## config.mk

```make
export PLATFORM = sky130hd
export DESIGN_NAME = l_lock_ctrl
export DESIGN_NICKNAME = d
export VERILOG_FILES = /design/src/rtl/l_lock_ctrl_pkg.sv /design/src/rtl/l_lock_timer.sv /design/src/rtl/l_lock_ctrl.sv
export SDC_FILE = /design/constraint.sdc
export NUM_CORES = 1
export LEC_CHECK = 0
export BUFFER_PORTS_ARGS = -buffer_cell sky130_fd_sc_hd__buf_2
export CORE_ASPECT_RATIO = 1.1
export CORE_MARGIN = 8
export CORE_UTILIZATION = 51
export DETAILED_ROUTE_END_ITERATION = 16
export GPL_ROUTABILITY_DRIVEN = 1
export GPL_TIMING_DRIVEN = 0
export PLACE_DENSITY_LB_ADDON = 0.25
export SLEW_MARGIN = 20
export SYNTH_ARGS = -nofsm -noshare
export SYNTH_HDL_FRONTEND = slang
export SYNTH_SLANG_ARGS = --single-unit
```

## constraint.sdc

```tcl
create_clock -name CLK -period 2.9 [get_ports CLK]
set_input_delay 0 -clock CLK [delete_from_list [all_inputs] [get_ports CLK]]
set_output_delay 0 -clock CLK [all_outputs]
set_load 0.02 [all_outputs]
```

## src/rtl/l_lock_ctrl_pkg.sv

```systemverilog
// Shared encodings for the password lock: FSM states as seen by the display
// block, the blank digit code and a small digit-insert helper.
package l_lock_ctrl_pkg;

  typedef enum logic [2:0] {
    ST_WAIT   = 3'd0,
    ST_INPUT  = 3'd1,
    ST_UNLOCK = 3'd2,
    ST_ERROR  = 3'd3,
    ST_ALARM  = 3'd4,
    ST_ADMIN  = 3'd5
  } lock_state_e;

  localparam logic [3:0]  BLANK      = 4'hA;
  localparam logic [15:0] CODE_BLANK = {4{BLANK}};
  localparam int          NUM_DIGITS = 4;

  // Write digit d into nibble idx of the entry; idx >= NUM_DIGITS leaves it untouched.
  function automatic logic [15:0] put_digit(input logic [15:0] code,
                                            input logic [2:0]  idx,
                                            input logic [3:0]  d);
    logic [15:0] r;
    r = code;
    for (int i = 0; i < NUM_DIGITS; i++)
      if (idx == 3'(i)) r[4*i +: 4] = d;
    return r;
  endfunction

endpackage

```

## src/rtl/l_lock_timer.sv

```systemverilog
// Loadable down-counter shared by every timed screen. Stops at zero and
// raises zero until the next load.
module l_lock_timer #(
  parameter int W = 8
) (
  input  logic         clk,
  input  logic         rst_n,
  input  logic         load,
  input  logic [W-1:0] load_val,
  output logic         zero
);

  logic [W-1:0] cnt_q, cnt_d;

  // Load wins over counting; hold at zero once reached.
  always_comb begin
    cnt_d = cnt_q;
    if (load)              cnt_d = load_val;
    else if (cnt_q != '0)  cnt_d = cnt_q - 1'b1;
  end

  // Counter register.
  always_ff @(posedge clk or negedge rst_n) begin
    if (!rst_n) cnt_q <= '0;
    else        cnt_q <= cnt_d;
  end

  assign zero = (cnt_q == '0);

endmodule

```

## src/rtl/l_lock_ctrl.sv

```systemverilog
// Password-lock controller: collects 4-digit entries, checks them against
// the stored password, counts failures and times the result screens.
module l_lock_ctrl
  import l_lock_ctrl_pkg::*;
#(
  parameter logic [15:0] DEFAULT_PWD = 16'h4321,
  parameter int unsigned MAX_ERR     = 3,
  parameter int unsigned UNLOCK_CYC  = 100000000,
  parameter int unsigned ERROR_CYC   = 50000000,
  parameter int unsigned ALARM_CYC   = 500000000,
  parameter int unsigned IDLE_CYC    = 500000000
) (
  input  logic        CLK,
  input  logic        RST_N,
  input  logic        KEY_VALID,
  input  logic [3:0]  KEY_CODE,
  input  logic        KEY_ENTER,
  input  logic        KEY_CLEAR,
  input  logic        KEY_ADMIN,
  output logic [2:0]  Current_State,
  output logic [3:0]  Error_Times,
  output logic [15:0] Code,
  output logic        UNLOCK_O,
  output logic        ALARM_O
);

  localparam int unsigned MAX_AB  = (UNLOCK_CYC > ERROR_CYC) ? UNLOCK_CYC : ERROR_CYC;
  localparam int unsigned MAX_CD  = (ALARM_CYC > IDLE_CYC) ? ALARM_CYC : IDLE_CYC;
  localparam int unsigned MAX_CYC = (MAX_AB > MAX_CD) ? MAX_AB : MAX_CD;
  localparam int          TW      = ($clog2(MAX_CYC) < 1) ? 1 : $clog2(MAX_CYC);

  // Loading N-1 keeps a screen visible for exactly N cycles.
  localparam logic [TW-1:0] LD_UNLOCK = TW'(UNLOCK_CYC - 1);
  localparam logic [TW-1:0] LD_ERROR  = TW'(ERROR_CYC - 1);
  localparam logic [TW-1:0] LD_ALARM  = TW'(ALARM_CYC - 1);
  localparam logic [TW-1:0] LD_IDLE   = TW'(IDLE_CYC - 1);

  lock_state_e   state_q, state_d;
  logic [3:0]    err_q, err_d, err_inc;
  logic [15:0]   code_q, code_d;
  logic [15:0]   pwd_q, pwd_d;
  logic [2:0]    cnt_q, cnt_d;
  logic          unlock_q, alarm_q;
  logic          tmr_load, tmr_zero;
  logic [TW-1:0] tmr_val;
  logic          k_clr, k_ent, k_dig, full;

  l_lock_timer #(.W(TW)) u_timer (
    .clk      (CLK),
    .rst_n    (RST_N),
    .load     (tmr_load),
    .load_val (tmr_val),
    .zero     (tmr_zero)
  );

  // Key priority: CLEAR over ENTER over digit; out-of-range digits never count.
  always_comb begin
    k_clr = KEY_CLEAR;
    k_ent = KEY_ENTER & ~KEY_CLEAR;
    k_dig = KEY_VALID & ~KEY_CLEAR & ~KEY_ENTER & (KEY_CODE <= 4'd9);
    full  = (cnt_q == 3'(NUM_DIGITS));
  end

  // Next-state, entry buffer, failure count and timer control.
  always_comb begin
    state_d  = state_q;
    err_d    = err_q;
    code_d   = code_q;
    cnt_d    = cnt_q;
    pwd_d    = pwd_q;
    tmr_load = 1'b0;
    tmr_val  = LD_IDLE;
    err_inc  = (err_q < 4'(MAX_ERR)) ? err_q + 4'd1 : err_q;

    case (state_q)
      ST_WAIT: begin
        if (k_dig) begin
          state_d  = ST_INPUT;
          code_d   = put_digit(CODE_BLANK, 3'd0, KEY_CODE);
          cnt_d    = 3'd1;
          tmr_load = 1'b1;
        end
      end
      ST_INPUT, ST_ADMIN: begin
        if (k_clr) begin
          code_d   = CODE_BLANK;
          cnt_d    = 3'd0;
          tmr_load = 1'b1;
        end else if (k_ent && full) begin
          tmr_load = 1'b1;
          if (state_q == ST_ADMIN) begin
            pwd_d   = code_q;
            state_d = ST_WAIT;
          end else if (code_q == pwd_q) begin
            state_d = ST_UNLOCK;
            err_d   = 4'd0;
            tmr_val = LD_UNLOCK;
          end else begin
            err_d = err_inc;
            if (err_inc == 4'(MAX_ERR)) begin
              state_d = ST_ALARM;
              tmr_val = LD_ALARM;
            end else begin
              state_d = ST_ERROR;
              tmr_val = LD_ERROR;
            end
          end
        end else if (k_dig && !full) begin
          code_d   = put_digit(code_q, cnt_q, KEY_CODE);
          cnt_d    = cnt_q + 3'd1;
          tmr_load = 1'b1;
        end else if (tmr_zero) begin
          state_d = ST_WAIT;
        end
      end
      ST_UNLOCK: begin
        if (KEY_ADMIN) begin
          state_d  = ST_ADMIN;
          tmr_load = 1'b1;
        end else if (tmr_zero) begin
          state_d = ST_WAIT;
        end
      end
      ST_ERROR: begin
        if (tmr_zero) begin
          state_d  = ST_INPUT;
          tmr_load = 1'b1;
        end
      end
      ST_ALARM: begin
        if (tmr_zero) begin
          state_d = ST_WAIT;
          err_d   = 4'd0;
        end
      end
      default: state_d = ST_WAIT;
    endcase

    // Any exit from a non-WAIT state starts the next screen with an empty entry.
    if (state_d != state_q && state_q != ST_WAIT) begin
      code_d = CODE_BLANK;
      cnt_d  = 3'd0;
    end
  end

  // State, entry, password and registered output drives.
  always_ff @(posedge CLK or negedge RST_N) begin
    if (!RST_N) begin
      state_q  <= ST_WAIT;
      err_q    <= 4'd0;
      code_q   <= CODE_BLANK;
      cnt_q    <= 3'd0;
      pwd_q    <= DEFAULT_PWD;
      unlock_q <= 1'b0;
      alarm_q  <= 1'b0;
    end else begin
      state_q  <= state_d;
      err_q    <= err_d;
      code_q   <= code_d;
      cnt_q    <= cnt_d;
      pwd_q    <= pwd_d;
      unlock_q <= (state_d == ST_UNLOCK);
      alarm_q  <= (state_d == ST_ALARM);
    end
  end

  assign Current_State = state_q;
  assign Error_Times   = err_q;
  assign Code          = code_q;
  assign UNLOCK_O      = unlock_q;
  assign ALARM_O       = alarm_q;

endmodule
```

# [Yosys cells after proc, flatten, opt, wreduce, memory -nomap -nowiden]
# Cells that the tools add are included.
[classes] n_mux=49 reduce_logical=20 n_bitwise=6 n_addsub=3 n_lt_le_gt_ge=2 eq_ne=25
[op_table] cell="29-bit 2-to-1 mux" n=8
[op_table] cell="16-bit 2-to-1 mux" n=5
[op_table] cell="3-bit 2-to-1 mux" n=15
[op_table] cell="4-bit 2-to-1 mux" n=10
[op_table] cell="16-bit one-hot mux with 2 select lines" n=1
[op_table] cell="29-bit logical NOT" n=1
[op_table] cell="29-bit nonzero test" n=1
[op_table] cell="29-bit by 1-bit subtractor with 29-bit output, second input constant" n=1
[op_table] cell="5-bit AND reduction" n=5
[op_table] cell="4-bit inequality test, second input constant" n=6
[op_table] cell="16-bit == test" n=1
[op_table] cell="3-bit by 2-bit == test with 1-bit output, second input constant" n=5
[op_table] cell="3-bit one-hot mux with 5 select lines" n=1
[op_table] cell="3-bit == test, second input constant" n=4
[op_table] cell="2-bit inequality test, second input constant" n=4
[op_table] cell="4-bit one-hot mux with 2 select lines" n=1
[op_table] cell="4-bit AND reduction" n=2
[op_table] cell="3-bit by 1-bit == test with 1-bit output, second input constant" n=2
[op_table] cell="3-bit logical NOT" n=2
[op_table] cell="1-bit 2-to-1 mux" n=6
[op_table] cell="3-bit one-hot mux with 2 select lines" n=1
[op_table] cell="3-bit nonzero test" n=2
[op_table] cell="4-bit by 1-bit adder with 4-bit output, second input constant" n=1
[op_table] cell="1-bit bitwise AND" n=4
[op_table] cell="other kinds (12)" n=16
[word_totals] reg_bits=73 out_inout_bits=25 input_bits=10 elab_cells=116

# [Longest topological paths before layout]
[depth] depth_word=13 ltp_mapped=9 mapped_depth_nobuf=8

# [By module]
# Synthesis repeated with hierarchy kept, for this count alone.
[unflattened] hier_cells=474 area_unflattened_um2=4540.6
[by_module_without_submodules] module="l_lock_ctrl" instances=1 cells_each=259 seq_area_each_um2=1117.3 area_per_inst_um2=2652.5
[by_module_without_submodules] module="l_lock_timer" instances=1 cells_each=215 seq_area_each_um2=725.7 area_per_inst_um2=1888.1

# [Worst setup path after synthesis]
# OpenSTA, ideal clock, no wires.
[synth_timing] path_kind="register to register" from="register u_timer.cnt_q[0]" to="register code_q[0], in the netlist Code[0]" arrival_time_ns=2.053 synth_period_minus_slack_ns=2.177 slack_ns=0.723 path_stages_with_launch=10 required_time_ns=2.775 path_buffers=1 setup_ns=0.125 path_cell_list="dfrtp_1 -> inv_1 -> ha_1 -> nor3b_1 -> nand4_1 -> o21ai_1 -> o211ai_1 -> o221ai_2 -> buf_4 -> o22ai_1"
[synth_between] elab_chain_cells=10 elab_cells_between_ends=17 cone_classes="eq/ne (5); mux (8); reduce/logical (4)"
[synth_rtl] item="from (decl)" line="l_lock_timer.sv:13" source="logic [W-1:0] cnt_q, cnt_d;"
[synth_rtl] item="from (signal assigned)" line="l_lock_timer.sv:25" source="else cnt_q <= cnt_d;"
[synth_rtl] item="29-bit logical NOT (*)" line="l_lock_timer.sv:28" source="assign zero = (cnt_q == '0);"
[synth_rtl] item="3-bit 2-to-1 mux" line="l_lock_ctrl.sv:112, l_lock_ctrl.sv:120, l_lock_ctrl.sv:131"
[synth_rtl] item="3-bit 2-to-1 mux" line="l_lock_ctrl.sv:108" source="end else if (k_dig && !full) begin"
[synth_rtl] item="3-bit 2-to-1 mux" line="l_lock_ctrl.sv:89" source="end else if (k_ent && full) begin"
[synth_rtl] item="3-bit 2-to-1 mux" line="l_lock_ctrl.sv:85" source="if (k_clr) begin"
[synth_rtl] item="3-bit one-hot mux with 5 select lines (*)" line="l_lock_ctrl.sv:75" source="case (state_q)"
[synth_rtl] item="3-bit inequality test (*)" line="l_lock_ctrl.sv:140" source="if (state_d != state_q && state_q != ST_WAIT) begin"
[synth_rtl] item="1-bit logical AND (*)" line="l_lock_ctrl.sv:140"
[synth_rtl] item="4-bit inequality test (no source line) (tied with other cells)"
[synth_rtl] item="5-bit AND reduction (no source line)"
[synth_rtl] item="to (signal assigned)" line="l_lock_ctrl.sv:159" source="code_q <= code_d;"
[synth_rtl] item="to (decl)" line="l_lock_ctrl.sv:40" source="logic [15:0] code_q, code_d;"
# Mark *: on every way between the ends. The rest lies on a longest branch, timed or not.
# A chain may end at the register's enable or synchronous reset.

# [Final worst setup path]
# Ends and elaborated chain as after synthesis.

==> results by group <==
Floorplan
  – Die H: 110 microns
  – Die ar.: 11100 sq um
  – Chip width: 101 microns
  – Core area: 7830 sq um
  – Initial Util: 0.522
  – Rows: 34
  – Ports: 35

Critical path
  – CP max stage cell: dfrtp_1
  – Reg2reg start: u_timer.cnt_q[0]$_DFFE_PN0P_
  – Crit path cell chain: inv_1, ha_1, nor3b_1, nand4_1, o21ai_1, o211ai_1, o221ai_4, buf_4, o22ai_1
  – CP max FO: 10
  – Required time of the critical path: 3.15 ns
  – Critical path startpoint category: register
  – CP Capture Type: register
  – Reg-to-reg setup timing slack: 0.21 ns
  – Worst stage delay on the critical path: 0.38 ns
  – Critical path type: reg2reg
  – Register-to-Register Path Depth: 9
  – FF-to-FF End: Code[0]$_DFFE_PN0P_
  – Critical Path AT: 2.94 ns

Place
  – Placed Cells: 551
  – Placed inst area: 4420 sq um
  – PortBufs: 34
  – Detailed placer's ending HPWL: 6910 microns
  – Placer Congestion: 0.864

Global route
  – Vias in the first global route: 3303
  – First-pass GRT wire length: 16100 microns
  – Initial antenna violation count: 0
  – Grt total ovfl: 0
  – Largest net degree at the start of global routing: 47
  – GRT Overall Usage: 0.184

Clock tree
  – Worst skew pair latency: 0.36 ns
  – Root buf cell: clkbuf_8
  – H-tree depth: 3
  – CTS tree: built
  – Clock transition at path regs: 0.08 ns
  – CTS Sinks: 73
  – TritonCTS buffer count: 9
  – Max Root-Sink Buffers: 2

Synthesis
  – Mean Syn Cell Area: 10.0 sq um
  – Top cell type's share of synthesized area: 0.368
  – #FFs+latches synth: 73
  – Yosys cell types: 59
  – Fraction of the yosys area taken by sequential cells: 0.451
  – Synth Flop Type: dfrtp_1
  – Synthesized cell area: 4080 sq um
  – Ys Warns: 0
  – EDFF count, synth: 0
  – Most frequent cell after synthesis: dfrtp_1
  – Ys async rst share: 1.00
  – Cell taking the most area after synthesis: dfrtp_1
  – Dominant cells by area after synthesis: dfrtp_1, dfstp_2, xnor2_1, mux2_2, nand2_1
  – Synthesized instance count: 408
  – Net Count, Synth: 425
  – Most frequent cells after synthesis: dfrtp_1, nand2_1, xnor2_1

STA
  – TNS Setup: 0 ns
  – Slew of the pin with the lowest slew margin: 0.686 ns
  – Count of final setup violators: 0
  – Clock Skews: 0.00872 ns
  – Fin. max-slew vios: 0
  – Worst rel slew slack: 0.539
  – RSZ-0062 raised after global routing: false
  – Max Clk Rate: 0.372 GHz
  – Tcrit/Tclk final: 0.927
  – Period minus WS final: 2.69 ns
  – Final Hold Fails: 0

Detailed routing
  – First DRT Iteration DRCs: 122
  – Routed WL per cell: 16.9 microns
  – Detailed Route WL: 9690 microns
  – Via Count: 3269
  – Drt pass-1 iters: 4
  – DRC viols: 0
  – Post-route ant nets: 0
  – Routed vias/inst: 5.72

Status
  – Outcome: complete, no violations

Flow run
  – Max cap viols: 0

Power and ir drop
  – Pwr Total: 3.45 mW
  – Pwr/cell area: 733 nW/um^2
  – Pleak: 1.90 nW
  – Max VDD drop: 0.350 mV

Worst hold path
  – Hold crit path type: in2async

Layout
  – Share of cells above drive strength 1: 0.231
  – Area Overhead vs Synth: 15.3%
  – # diodes: 0
  – Post-route cell area: 4710 sq um
  – Finished Layout Cells: 572
  – Fin nets: 476
-- layer usage --
layer | wire length (microns) | track usage | vias to the layer above
li1 | - | - | 1571
met1 | 4050 | 0.207 | 1585
met2 | 4900 | 0.327 | 93
met3 | 477 | 0.0329 | 20
met4 | 262 | 0.0969 | 0
met5 | 0 | 0 | -
-- worst max-delay path, delay by kind of cell (launching register included) --
family / cells / cell delay (ns)
AOI/OAI and AO/OA: 4 / 0.93
and+or+nand+nor: 2 / 0.62
DFF: 1 / 0.38
buffers and inverters: 2 / 0.34
adders and majority gates: 1 / 0.31
-- per-stage QoR --
step	util	hold slack, ns	setup slack [ns]
4_1_cts	0.600	0.106	0.172
2_1_floorplan	-	-0.296	0.723
5_1_grt	0.601	0.155	0.0612
3_5_place_dp	0.564	-0.0499	0.192
6_report	0.601	0.104	0.211
3_3_place_gp	0.561	0.306	0.159
-- timing repair --
item / CTS / global route
endpoints found under the setup margin: 0 / 2
hold endpoints to repair: 74 / 0
gates resized for setup: 0 / 1
hold buffers: 5 / 0
setup buffers: 0 / 0
-- worst max path at each step --
stage / startpoint / endpoint / slack, ns / cells past startpoint
CTS: Code[13]$_DFFE_PN1P_ / cnt_q[0]$_DFFE_PN0P_ / 0.17 / 7
global placement: Code[13]$_DFFE_PN1P_ / Code[0]$_DFFE_PN0P_ / 0.16 / 7
detailed placement: Code[13]$_DFFE_PN1P_ / Code[0]$_DFFE_PN0P_ / 0.19 / 7
global route: u_timer.cnt_q[0]$_DFFE_PN0P_ / Code[0]$_DFFE_PN0P_ / 0.06 / 9
floorplan: u_timer.cnt_q[0]$_DFFE_PN0P_ / Code[0]$_DFFE_PN0P_ / 0.72 / 9
finish: u_timer.cnt_q[0]$_DFFE_PN0P_ / Code[0]$_DFFE_PN0P_ / 0.21 / 9
-- where the power goes --
| group | internal (mW) | switching (mW) | leakage [nW] |
|---|---|---|---|
| logic | 0.431 | 0.700 | 0.927 |
| registers | 1.22 | 0.194 | 0.863 |
| clock network | 0.491 | 0.417 | 0.110 |
-- layout by cell type, fill, tap and decap left out, types with 10 or more instances in the layout --
cell type,count
a21oi_1,20
buf_2,40
dfrtp_1,60
dfstp_2,13
mux2_2,16
nand2_1,36
nand3_1,11
nor2_1,27
nor3_1,16
nor4_1,13
o21ai_0,11
o22ai_1,10
xnor2_1,28
xor2_1,13
-- area by class of cell --
type	count	area (sq um)
Inverter	9	33.8
Clock inverter	7	103
Tap cell	108	135
Multi-Input combinational cell	311	2140
Fill cell	697	3120
Timing Repair Buffer	40	250
Clock buffer	9	124
Buffer	15	76.3
Sequential cell	73	1840
-- flip-flops by register name, summed over array words and instances, names as in the netlist --
name,flops
u_timer.cnt_q,29
Error_Times,4
cnt_q,3
UNLOCK_O,1
Current_State,3
Code,16
ALARM_O,1
pwd_q,16
-- cell families after synthesis --
family | synth area share
simple gates | 0.232
xor+xnor | 0.0880
fa+ha+maj | 0.0215
flops | 0.451
buf+inv | 0.0270
mux | 0.0613
compound gates | 0.119
No activity file was read; power rests on OpenSTA's default activity.
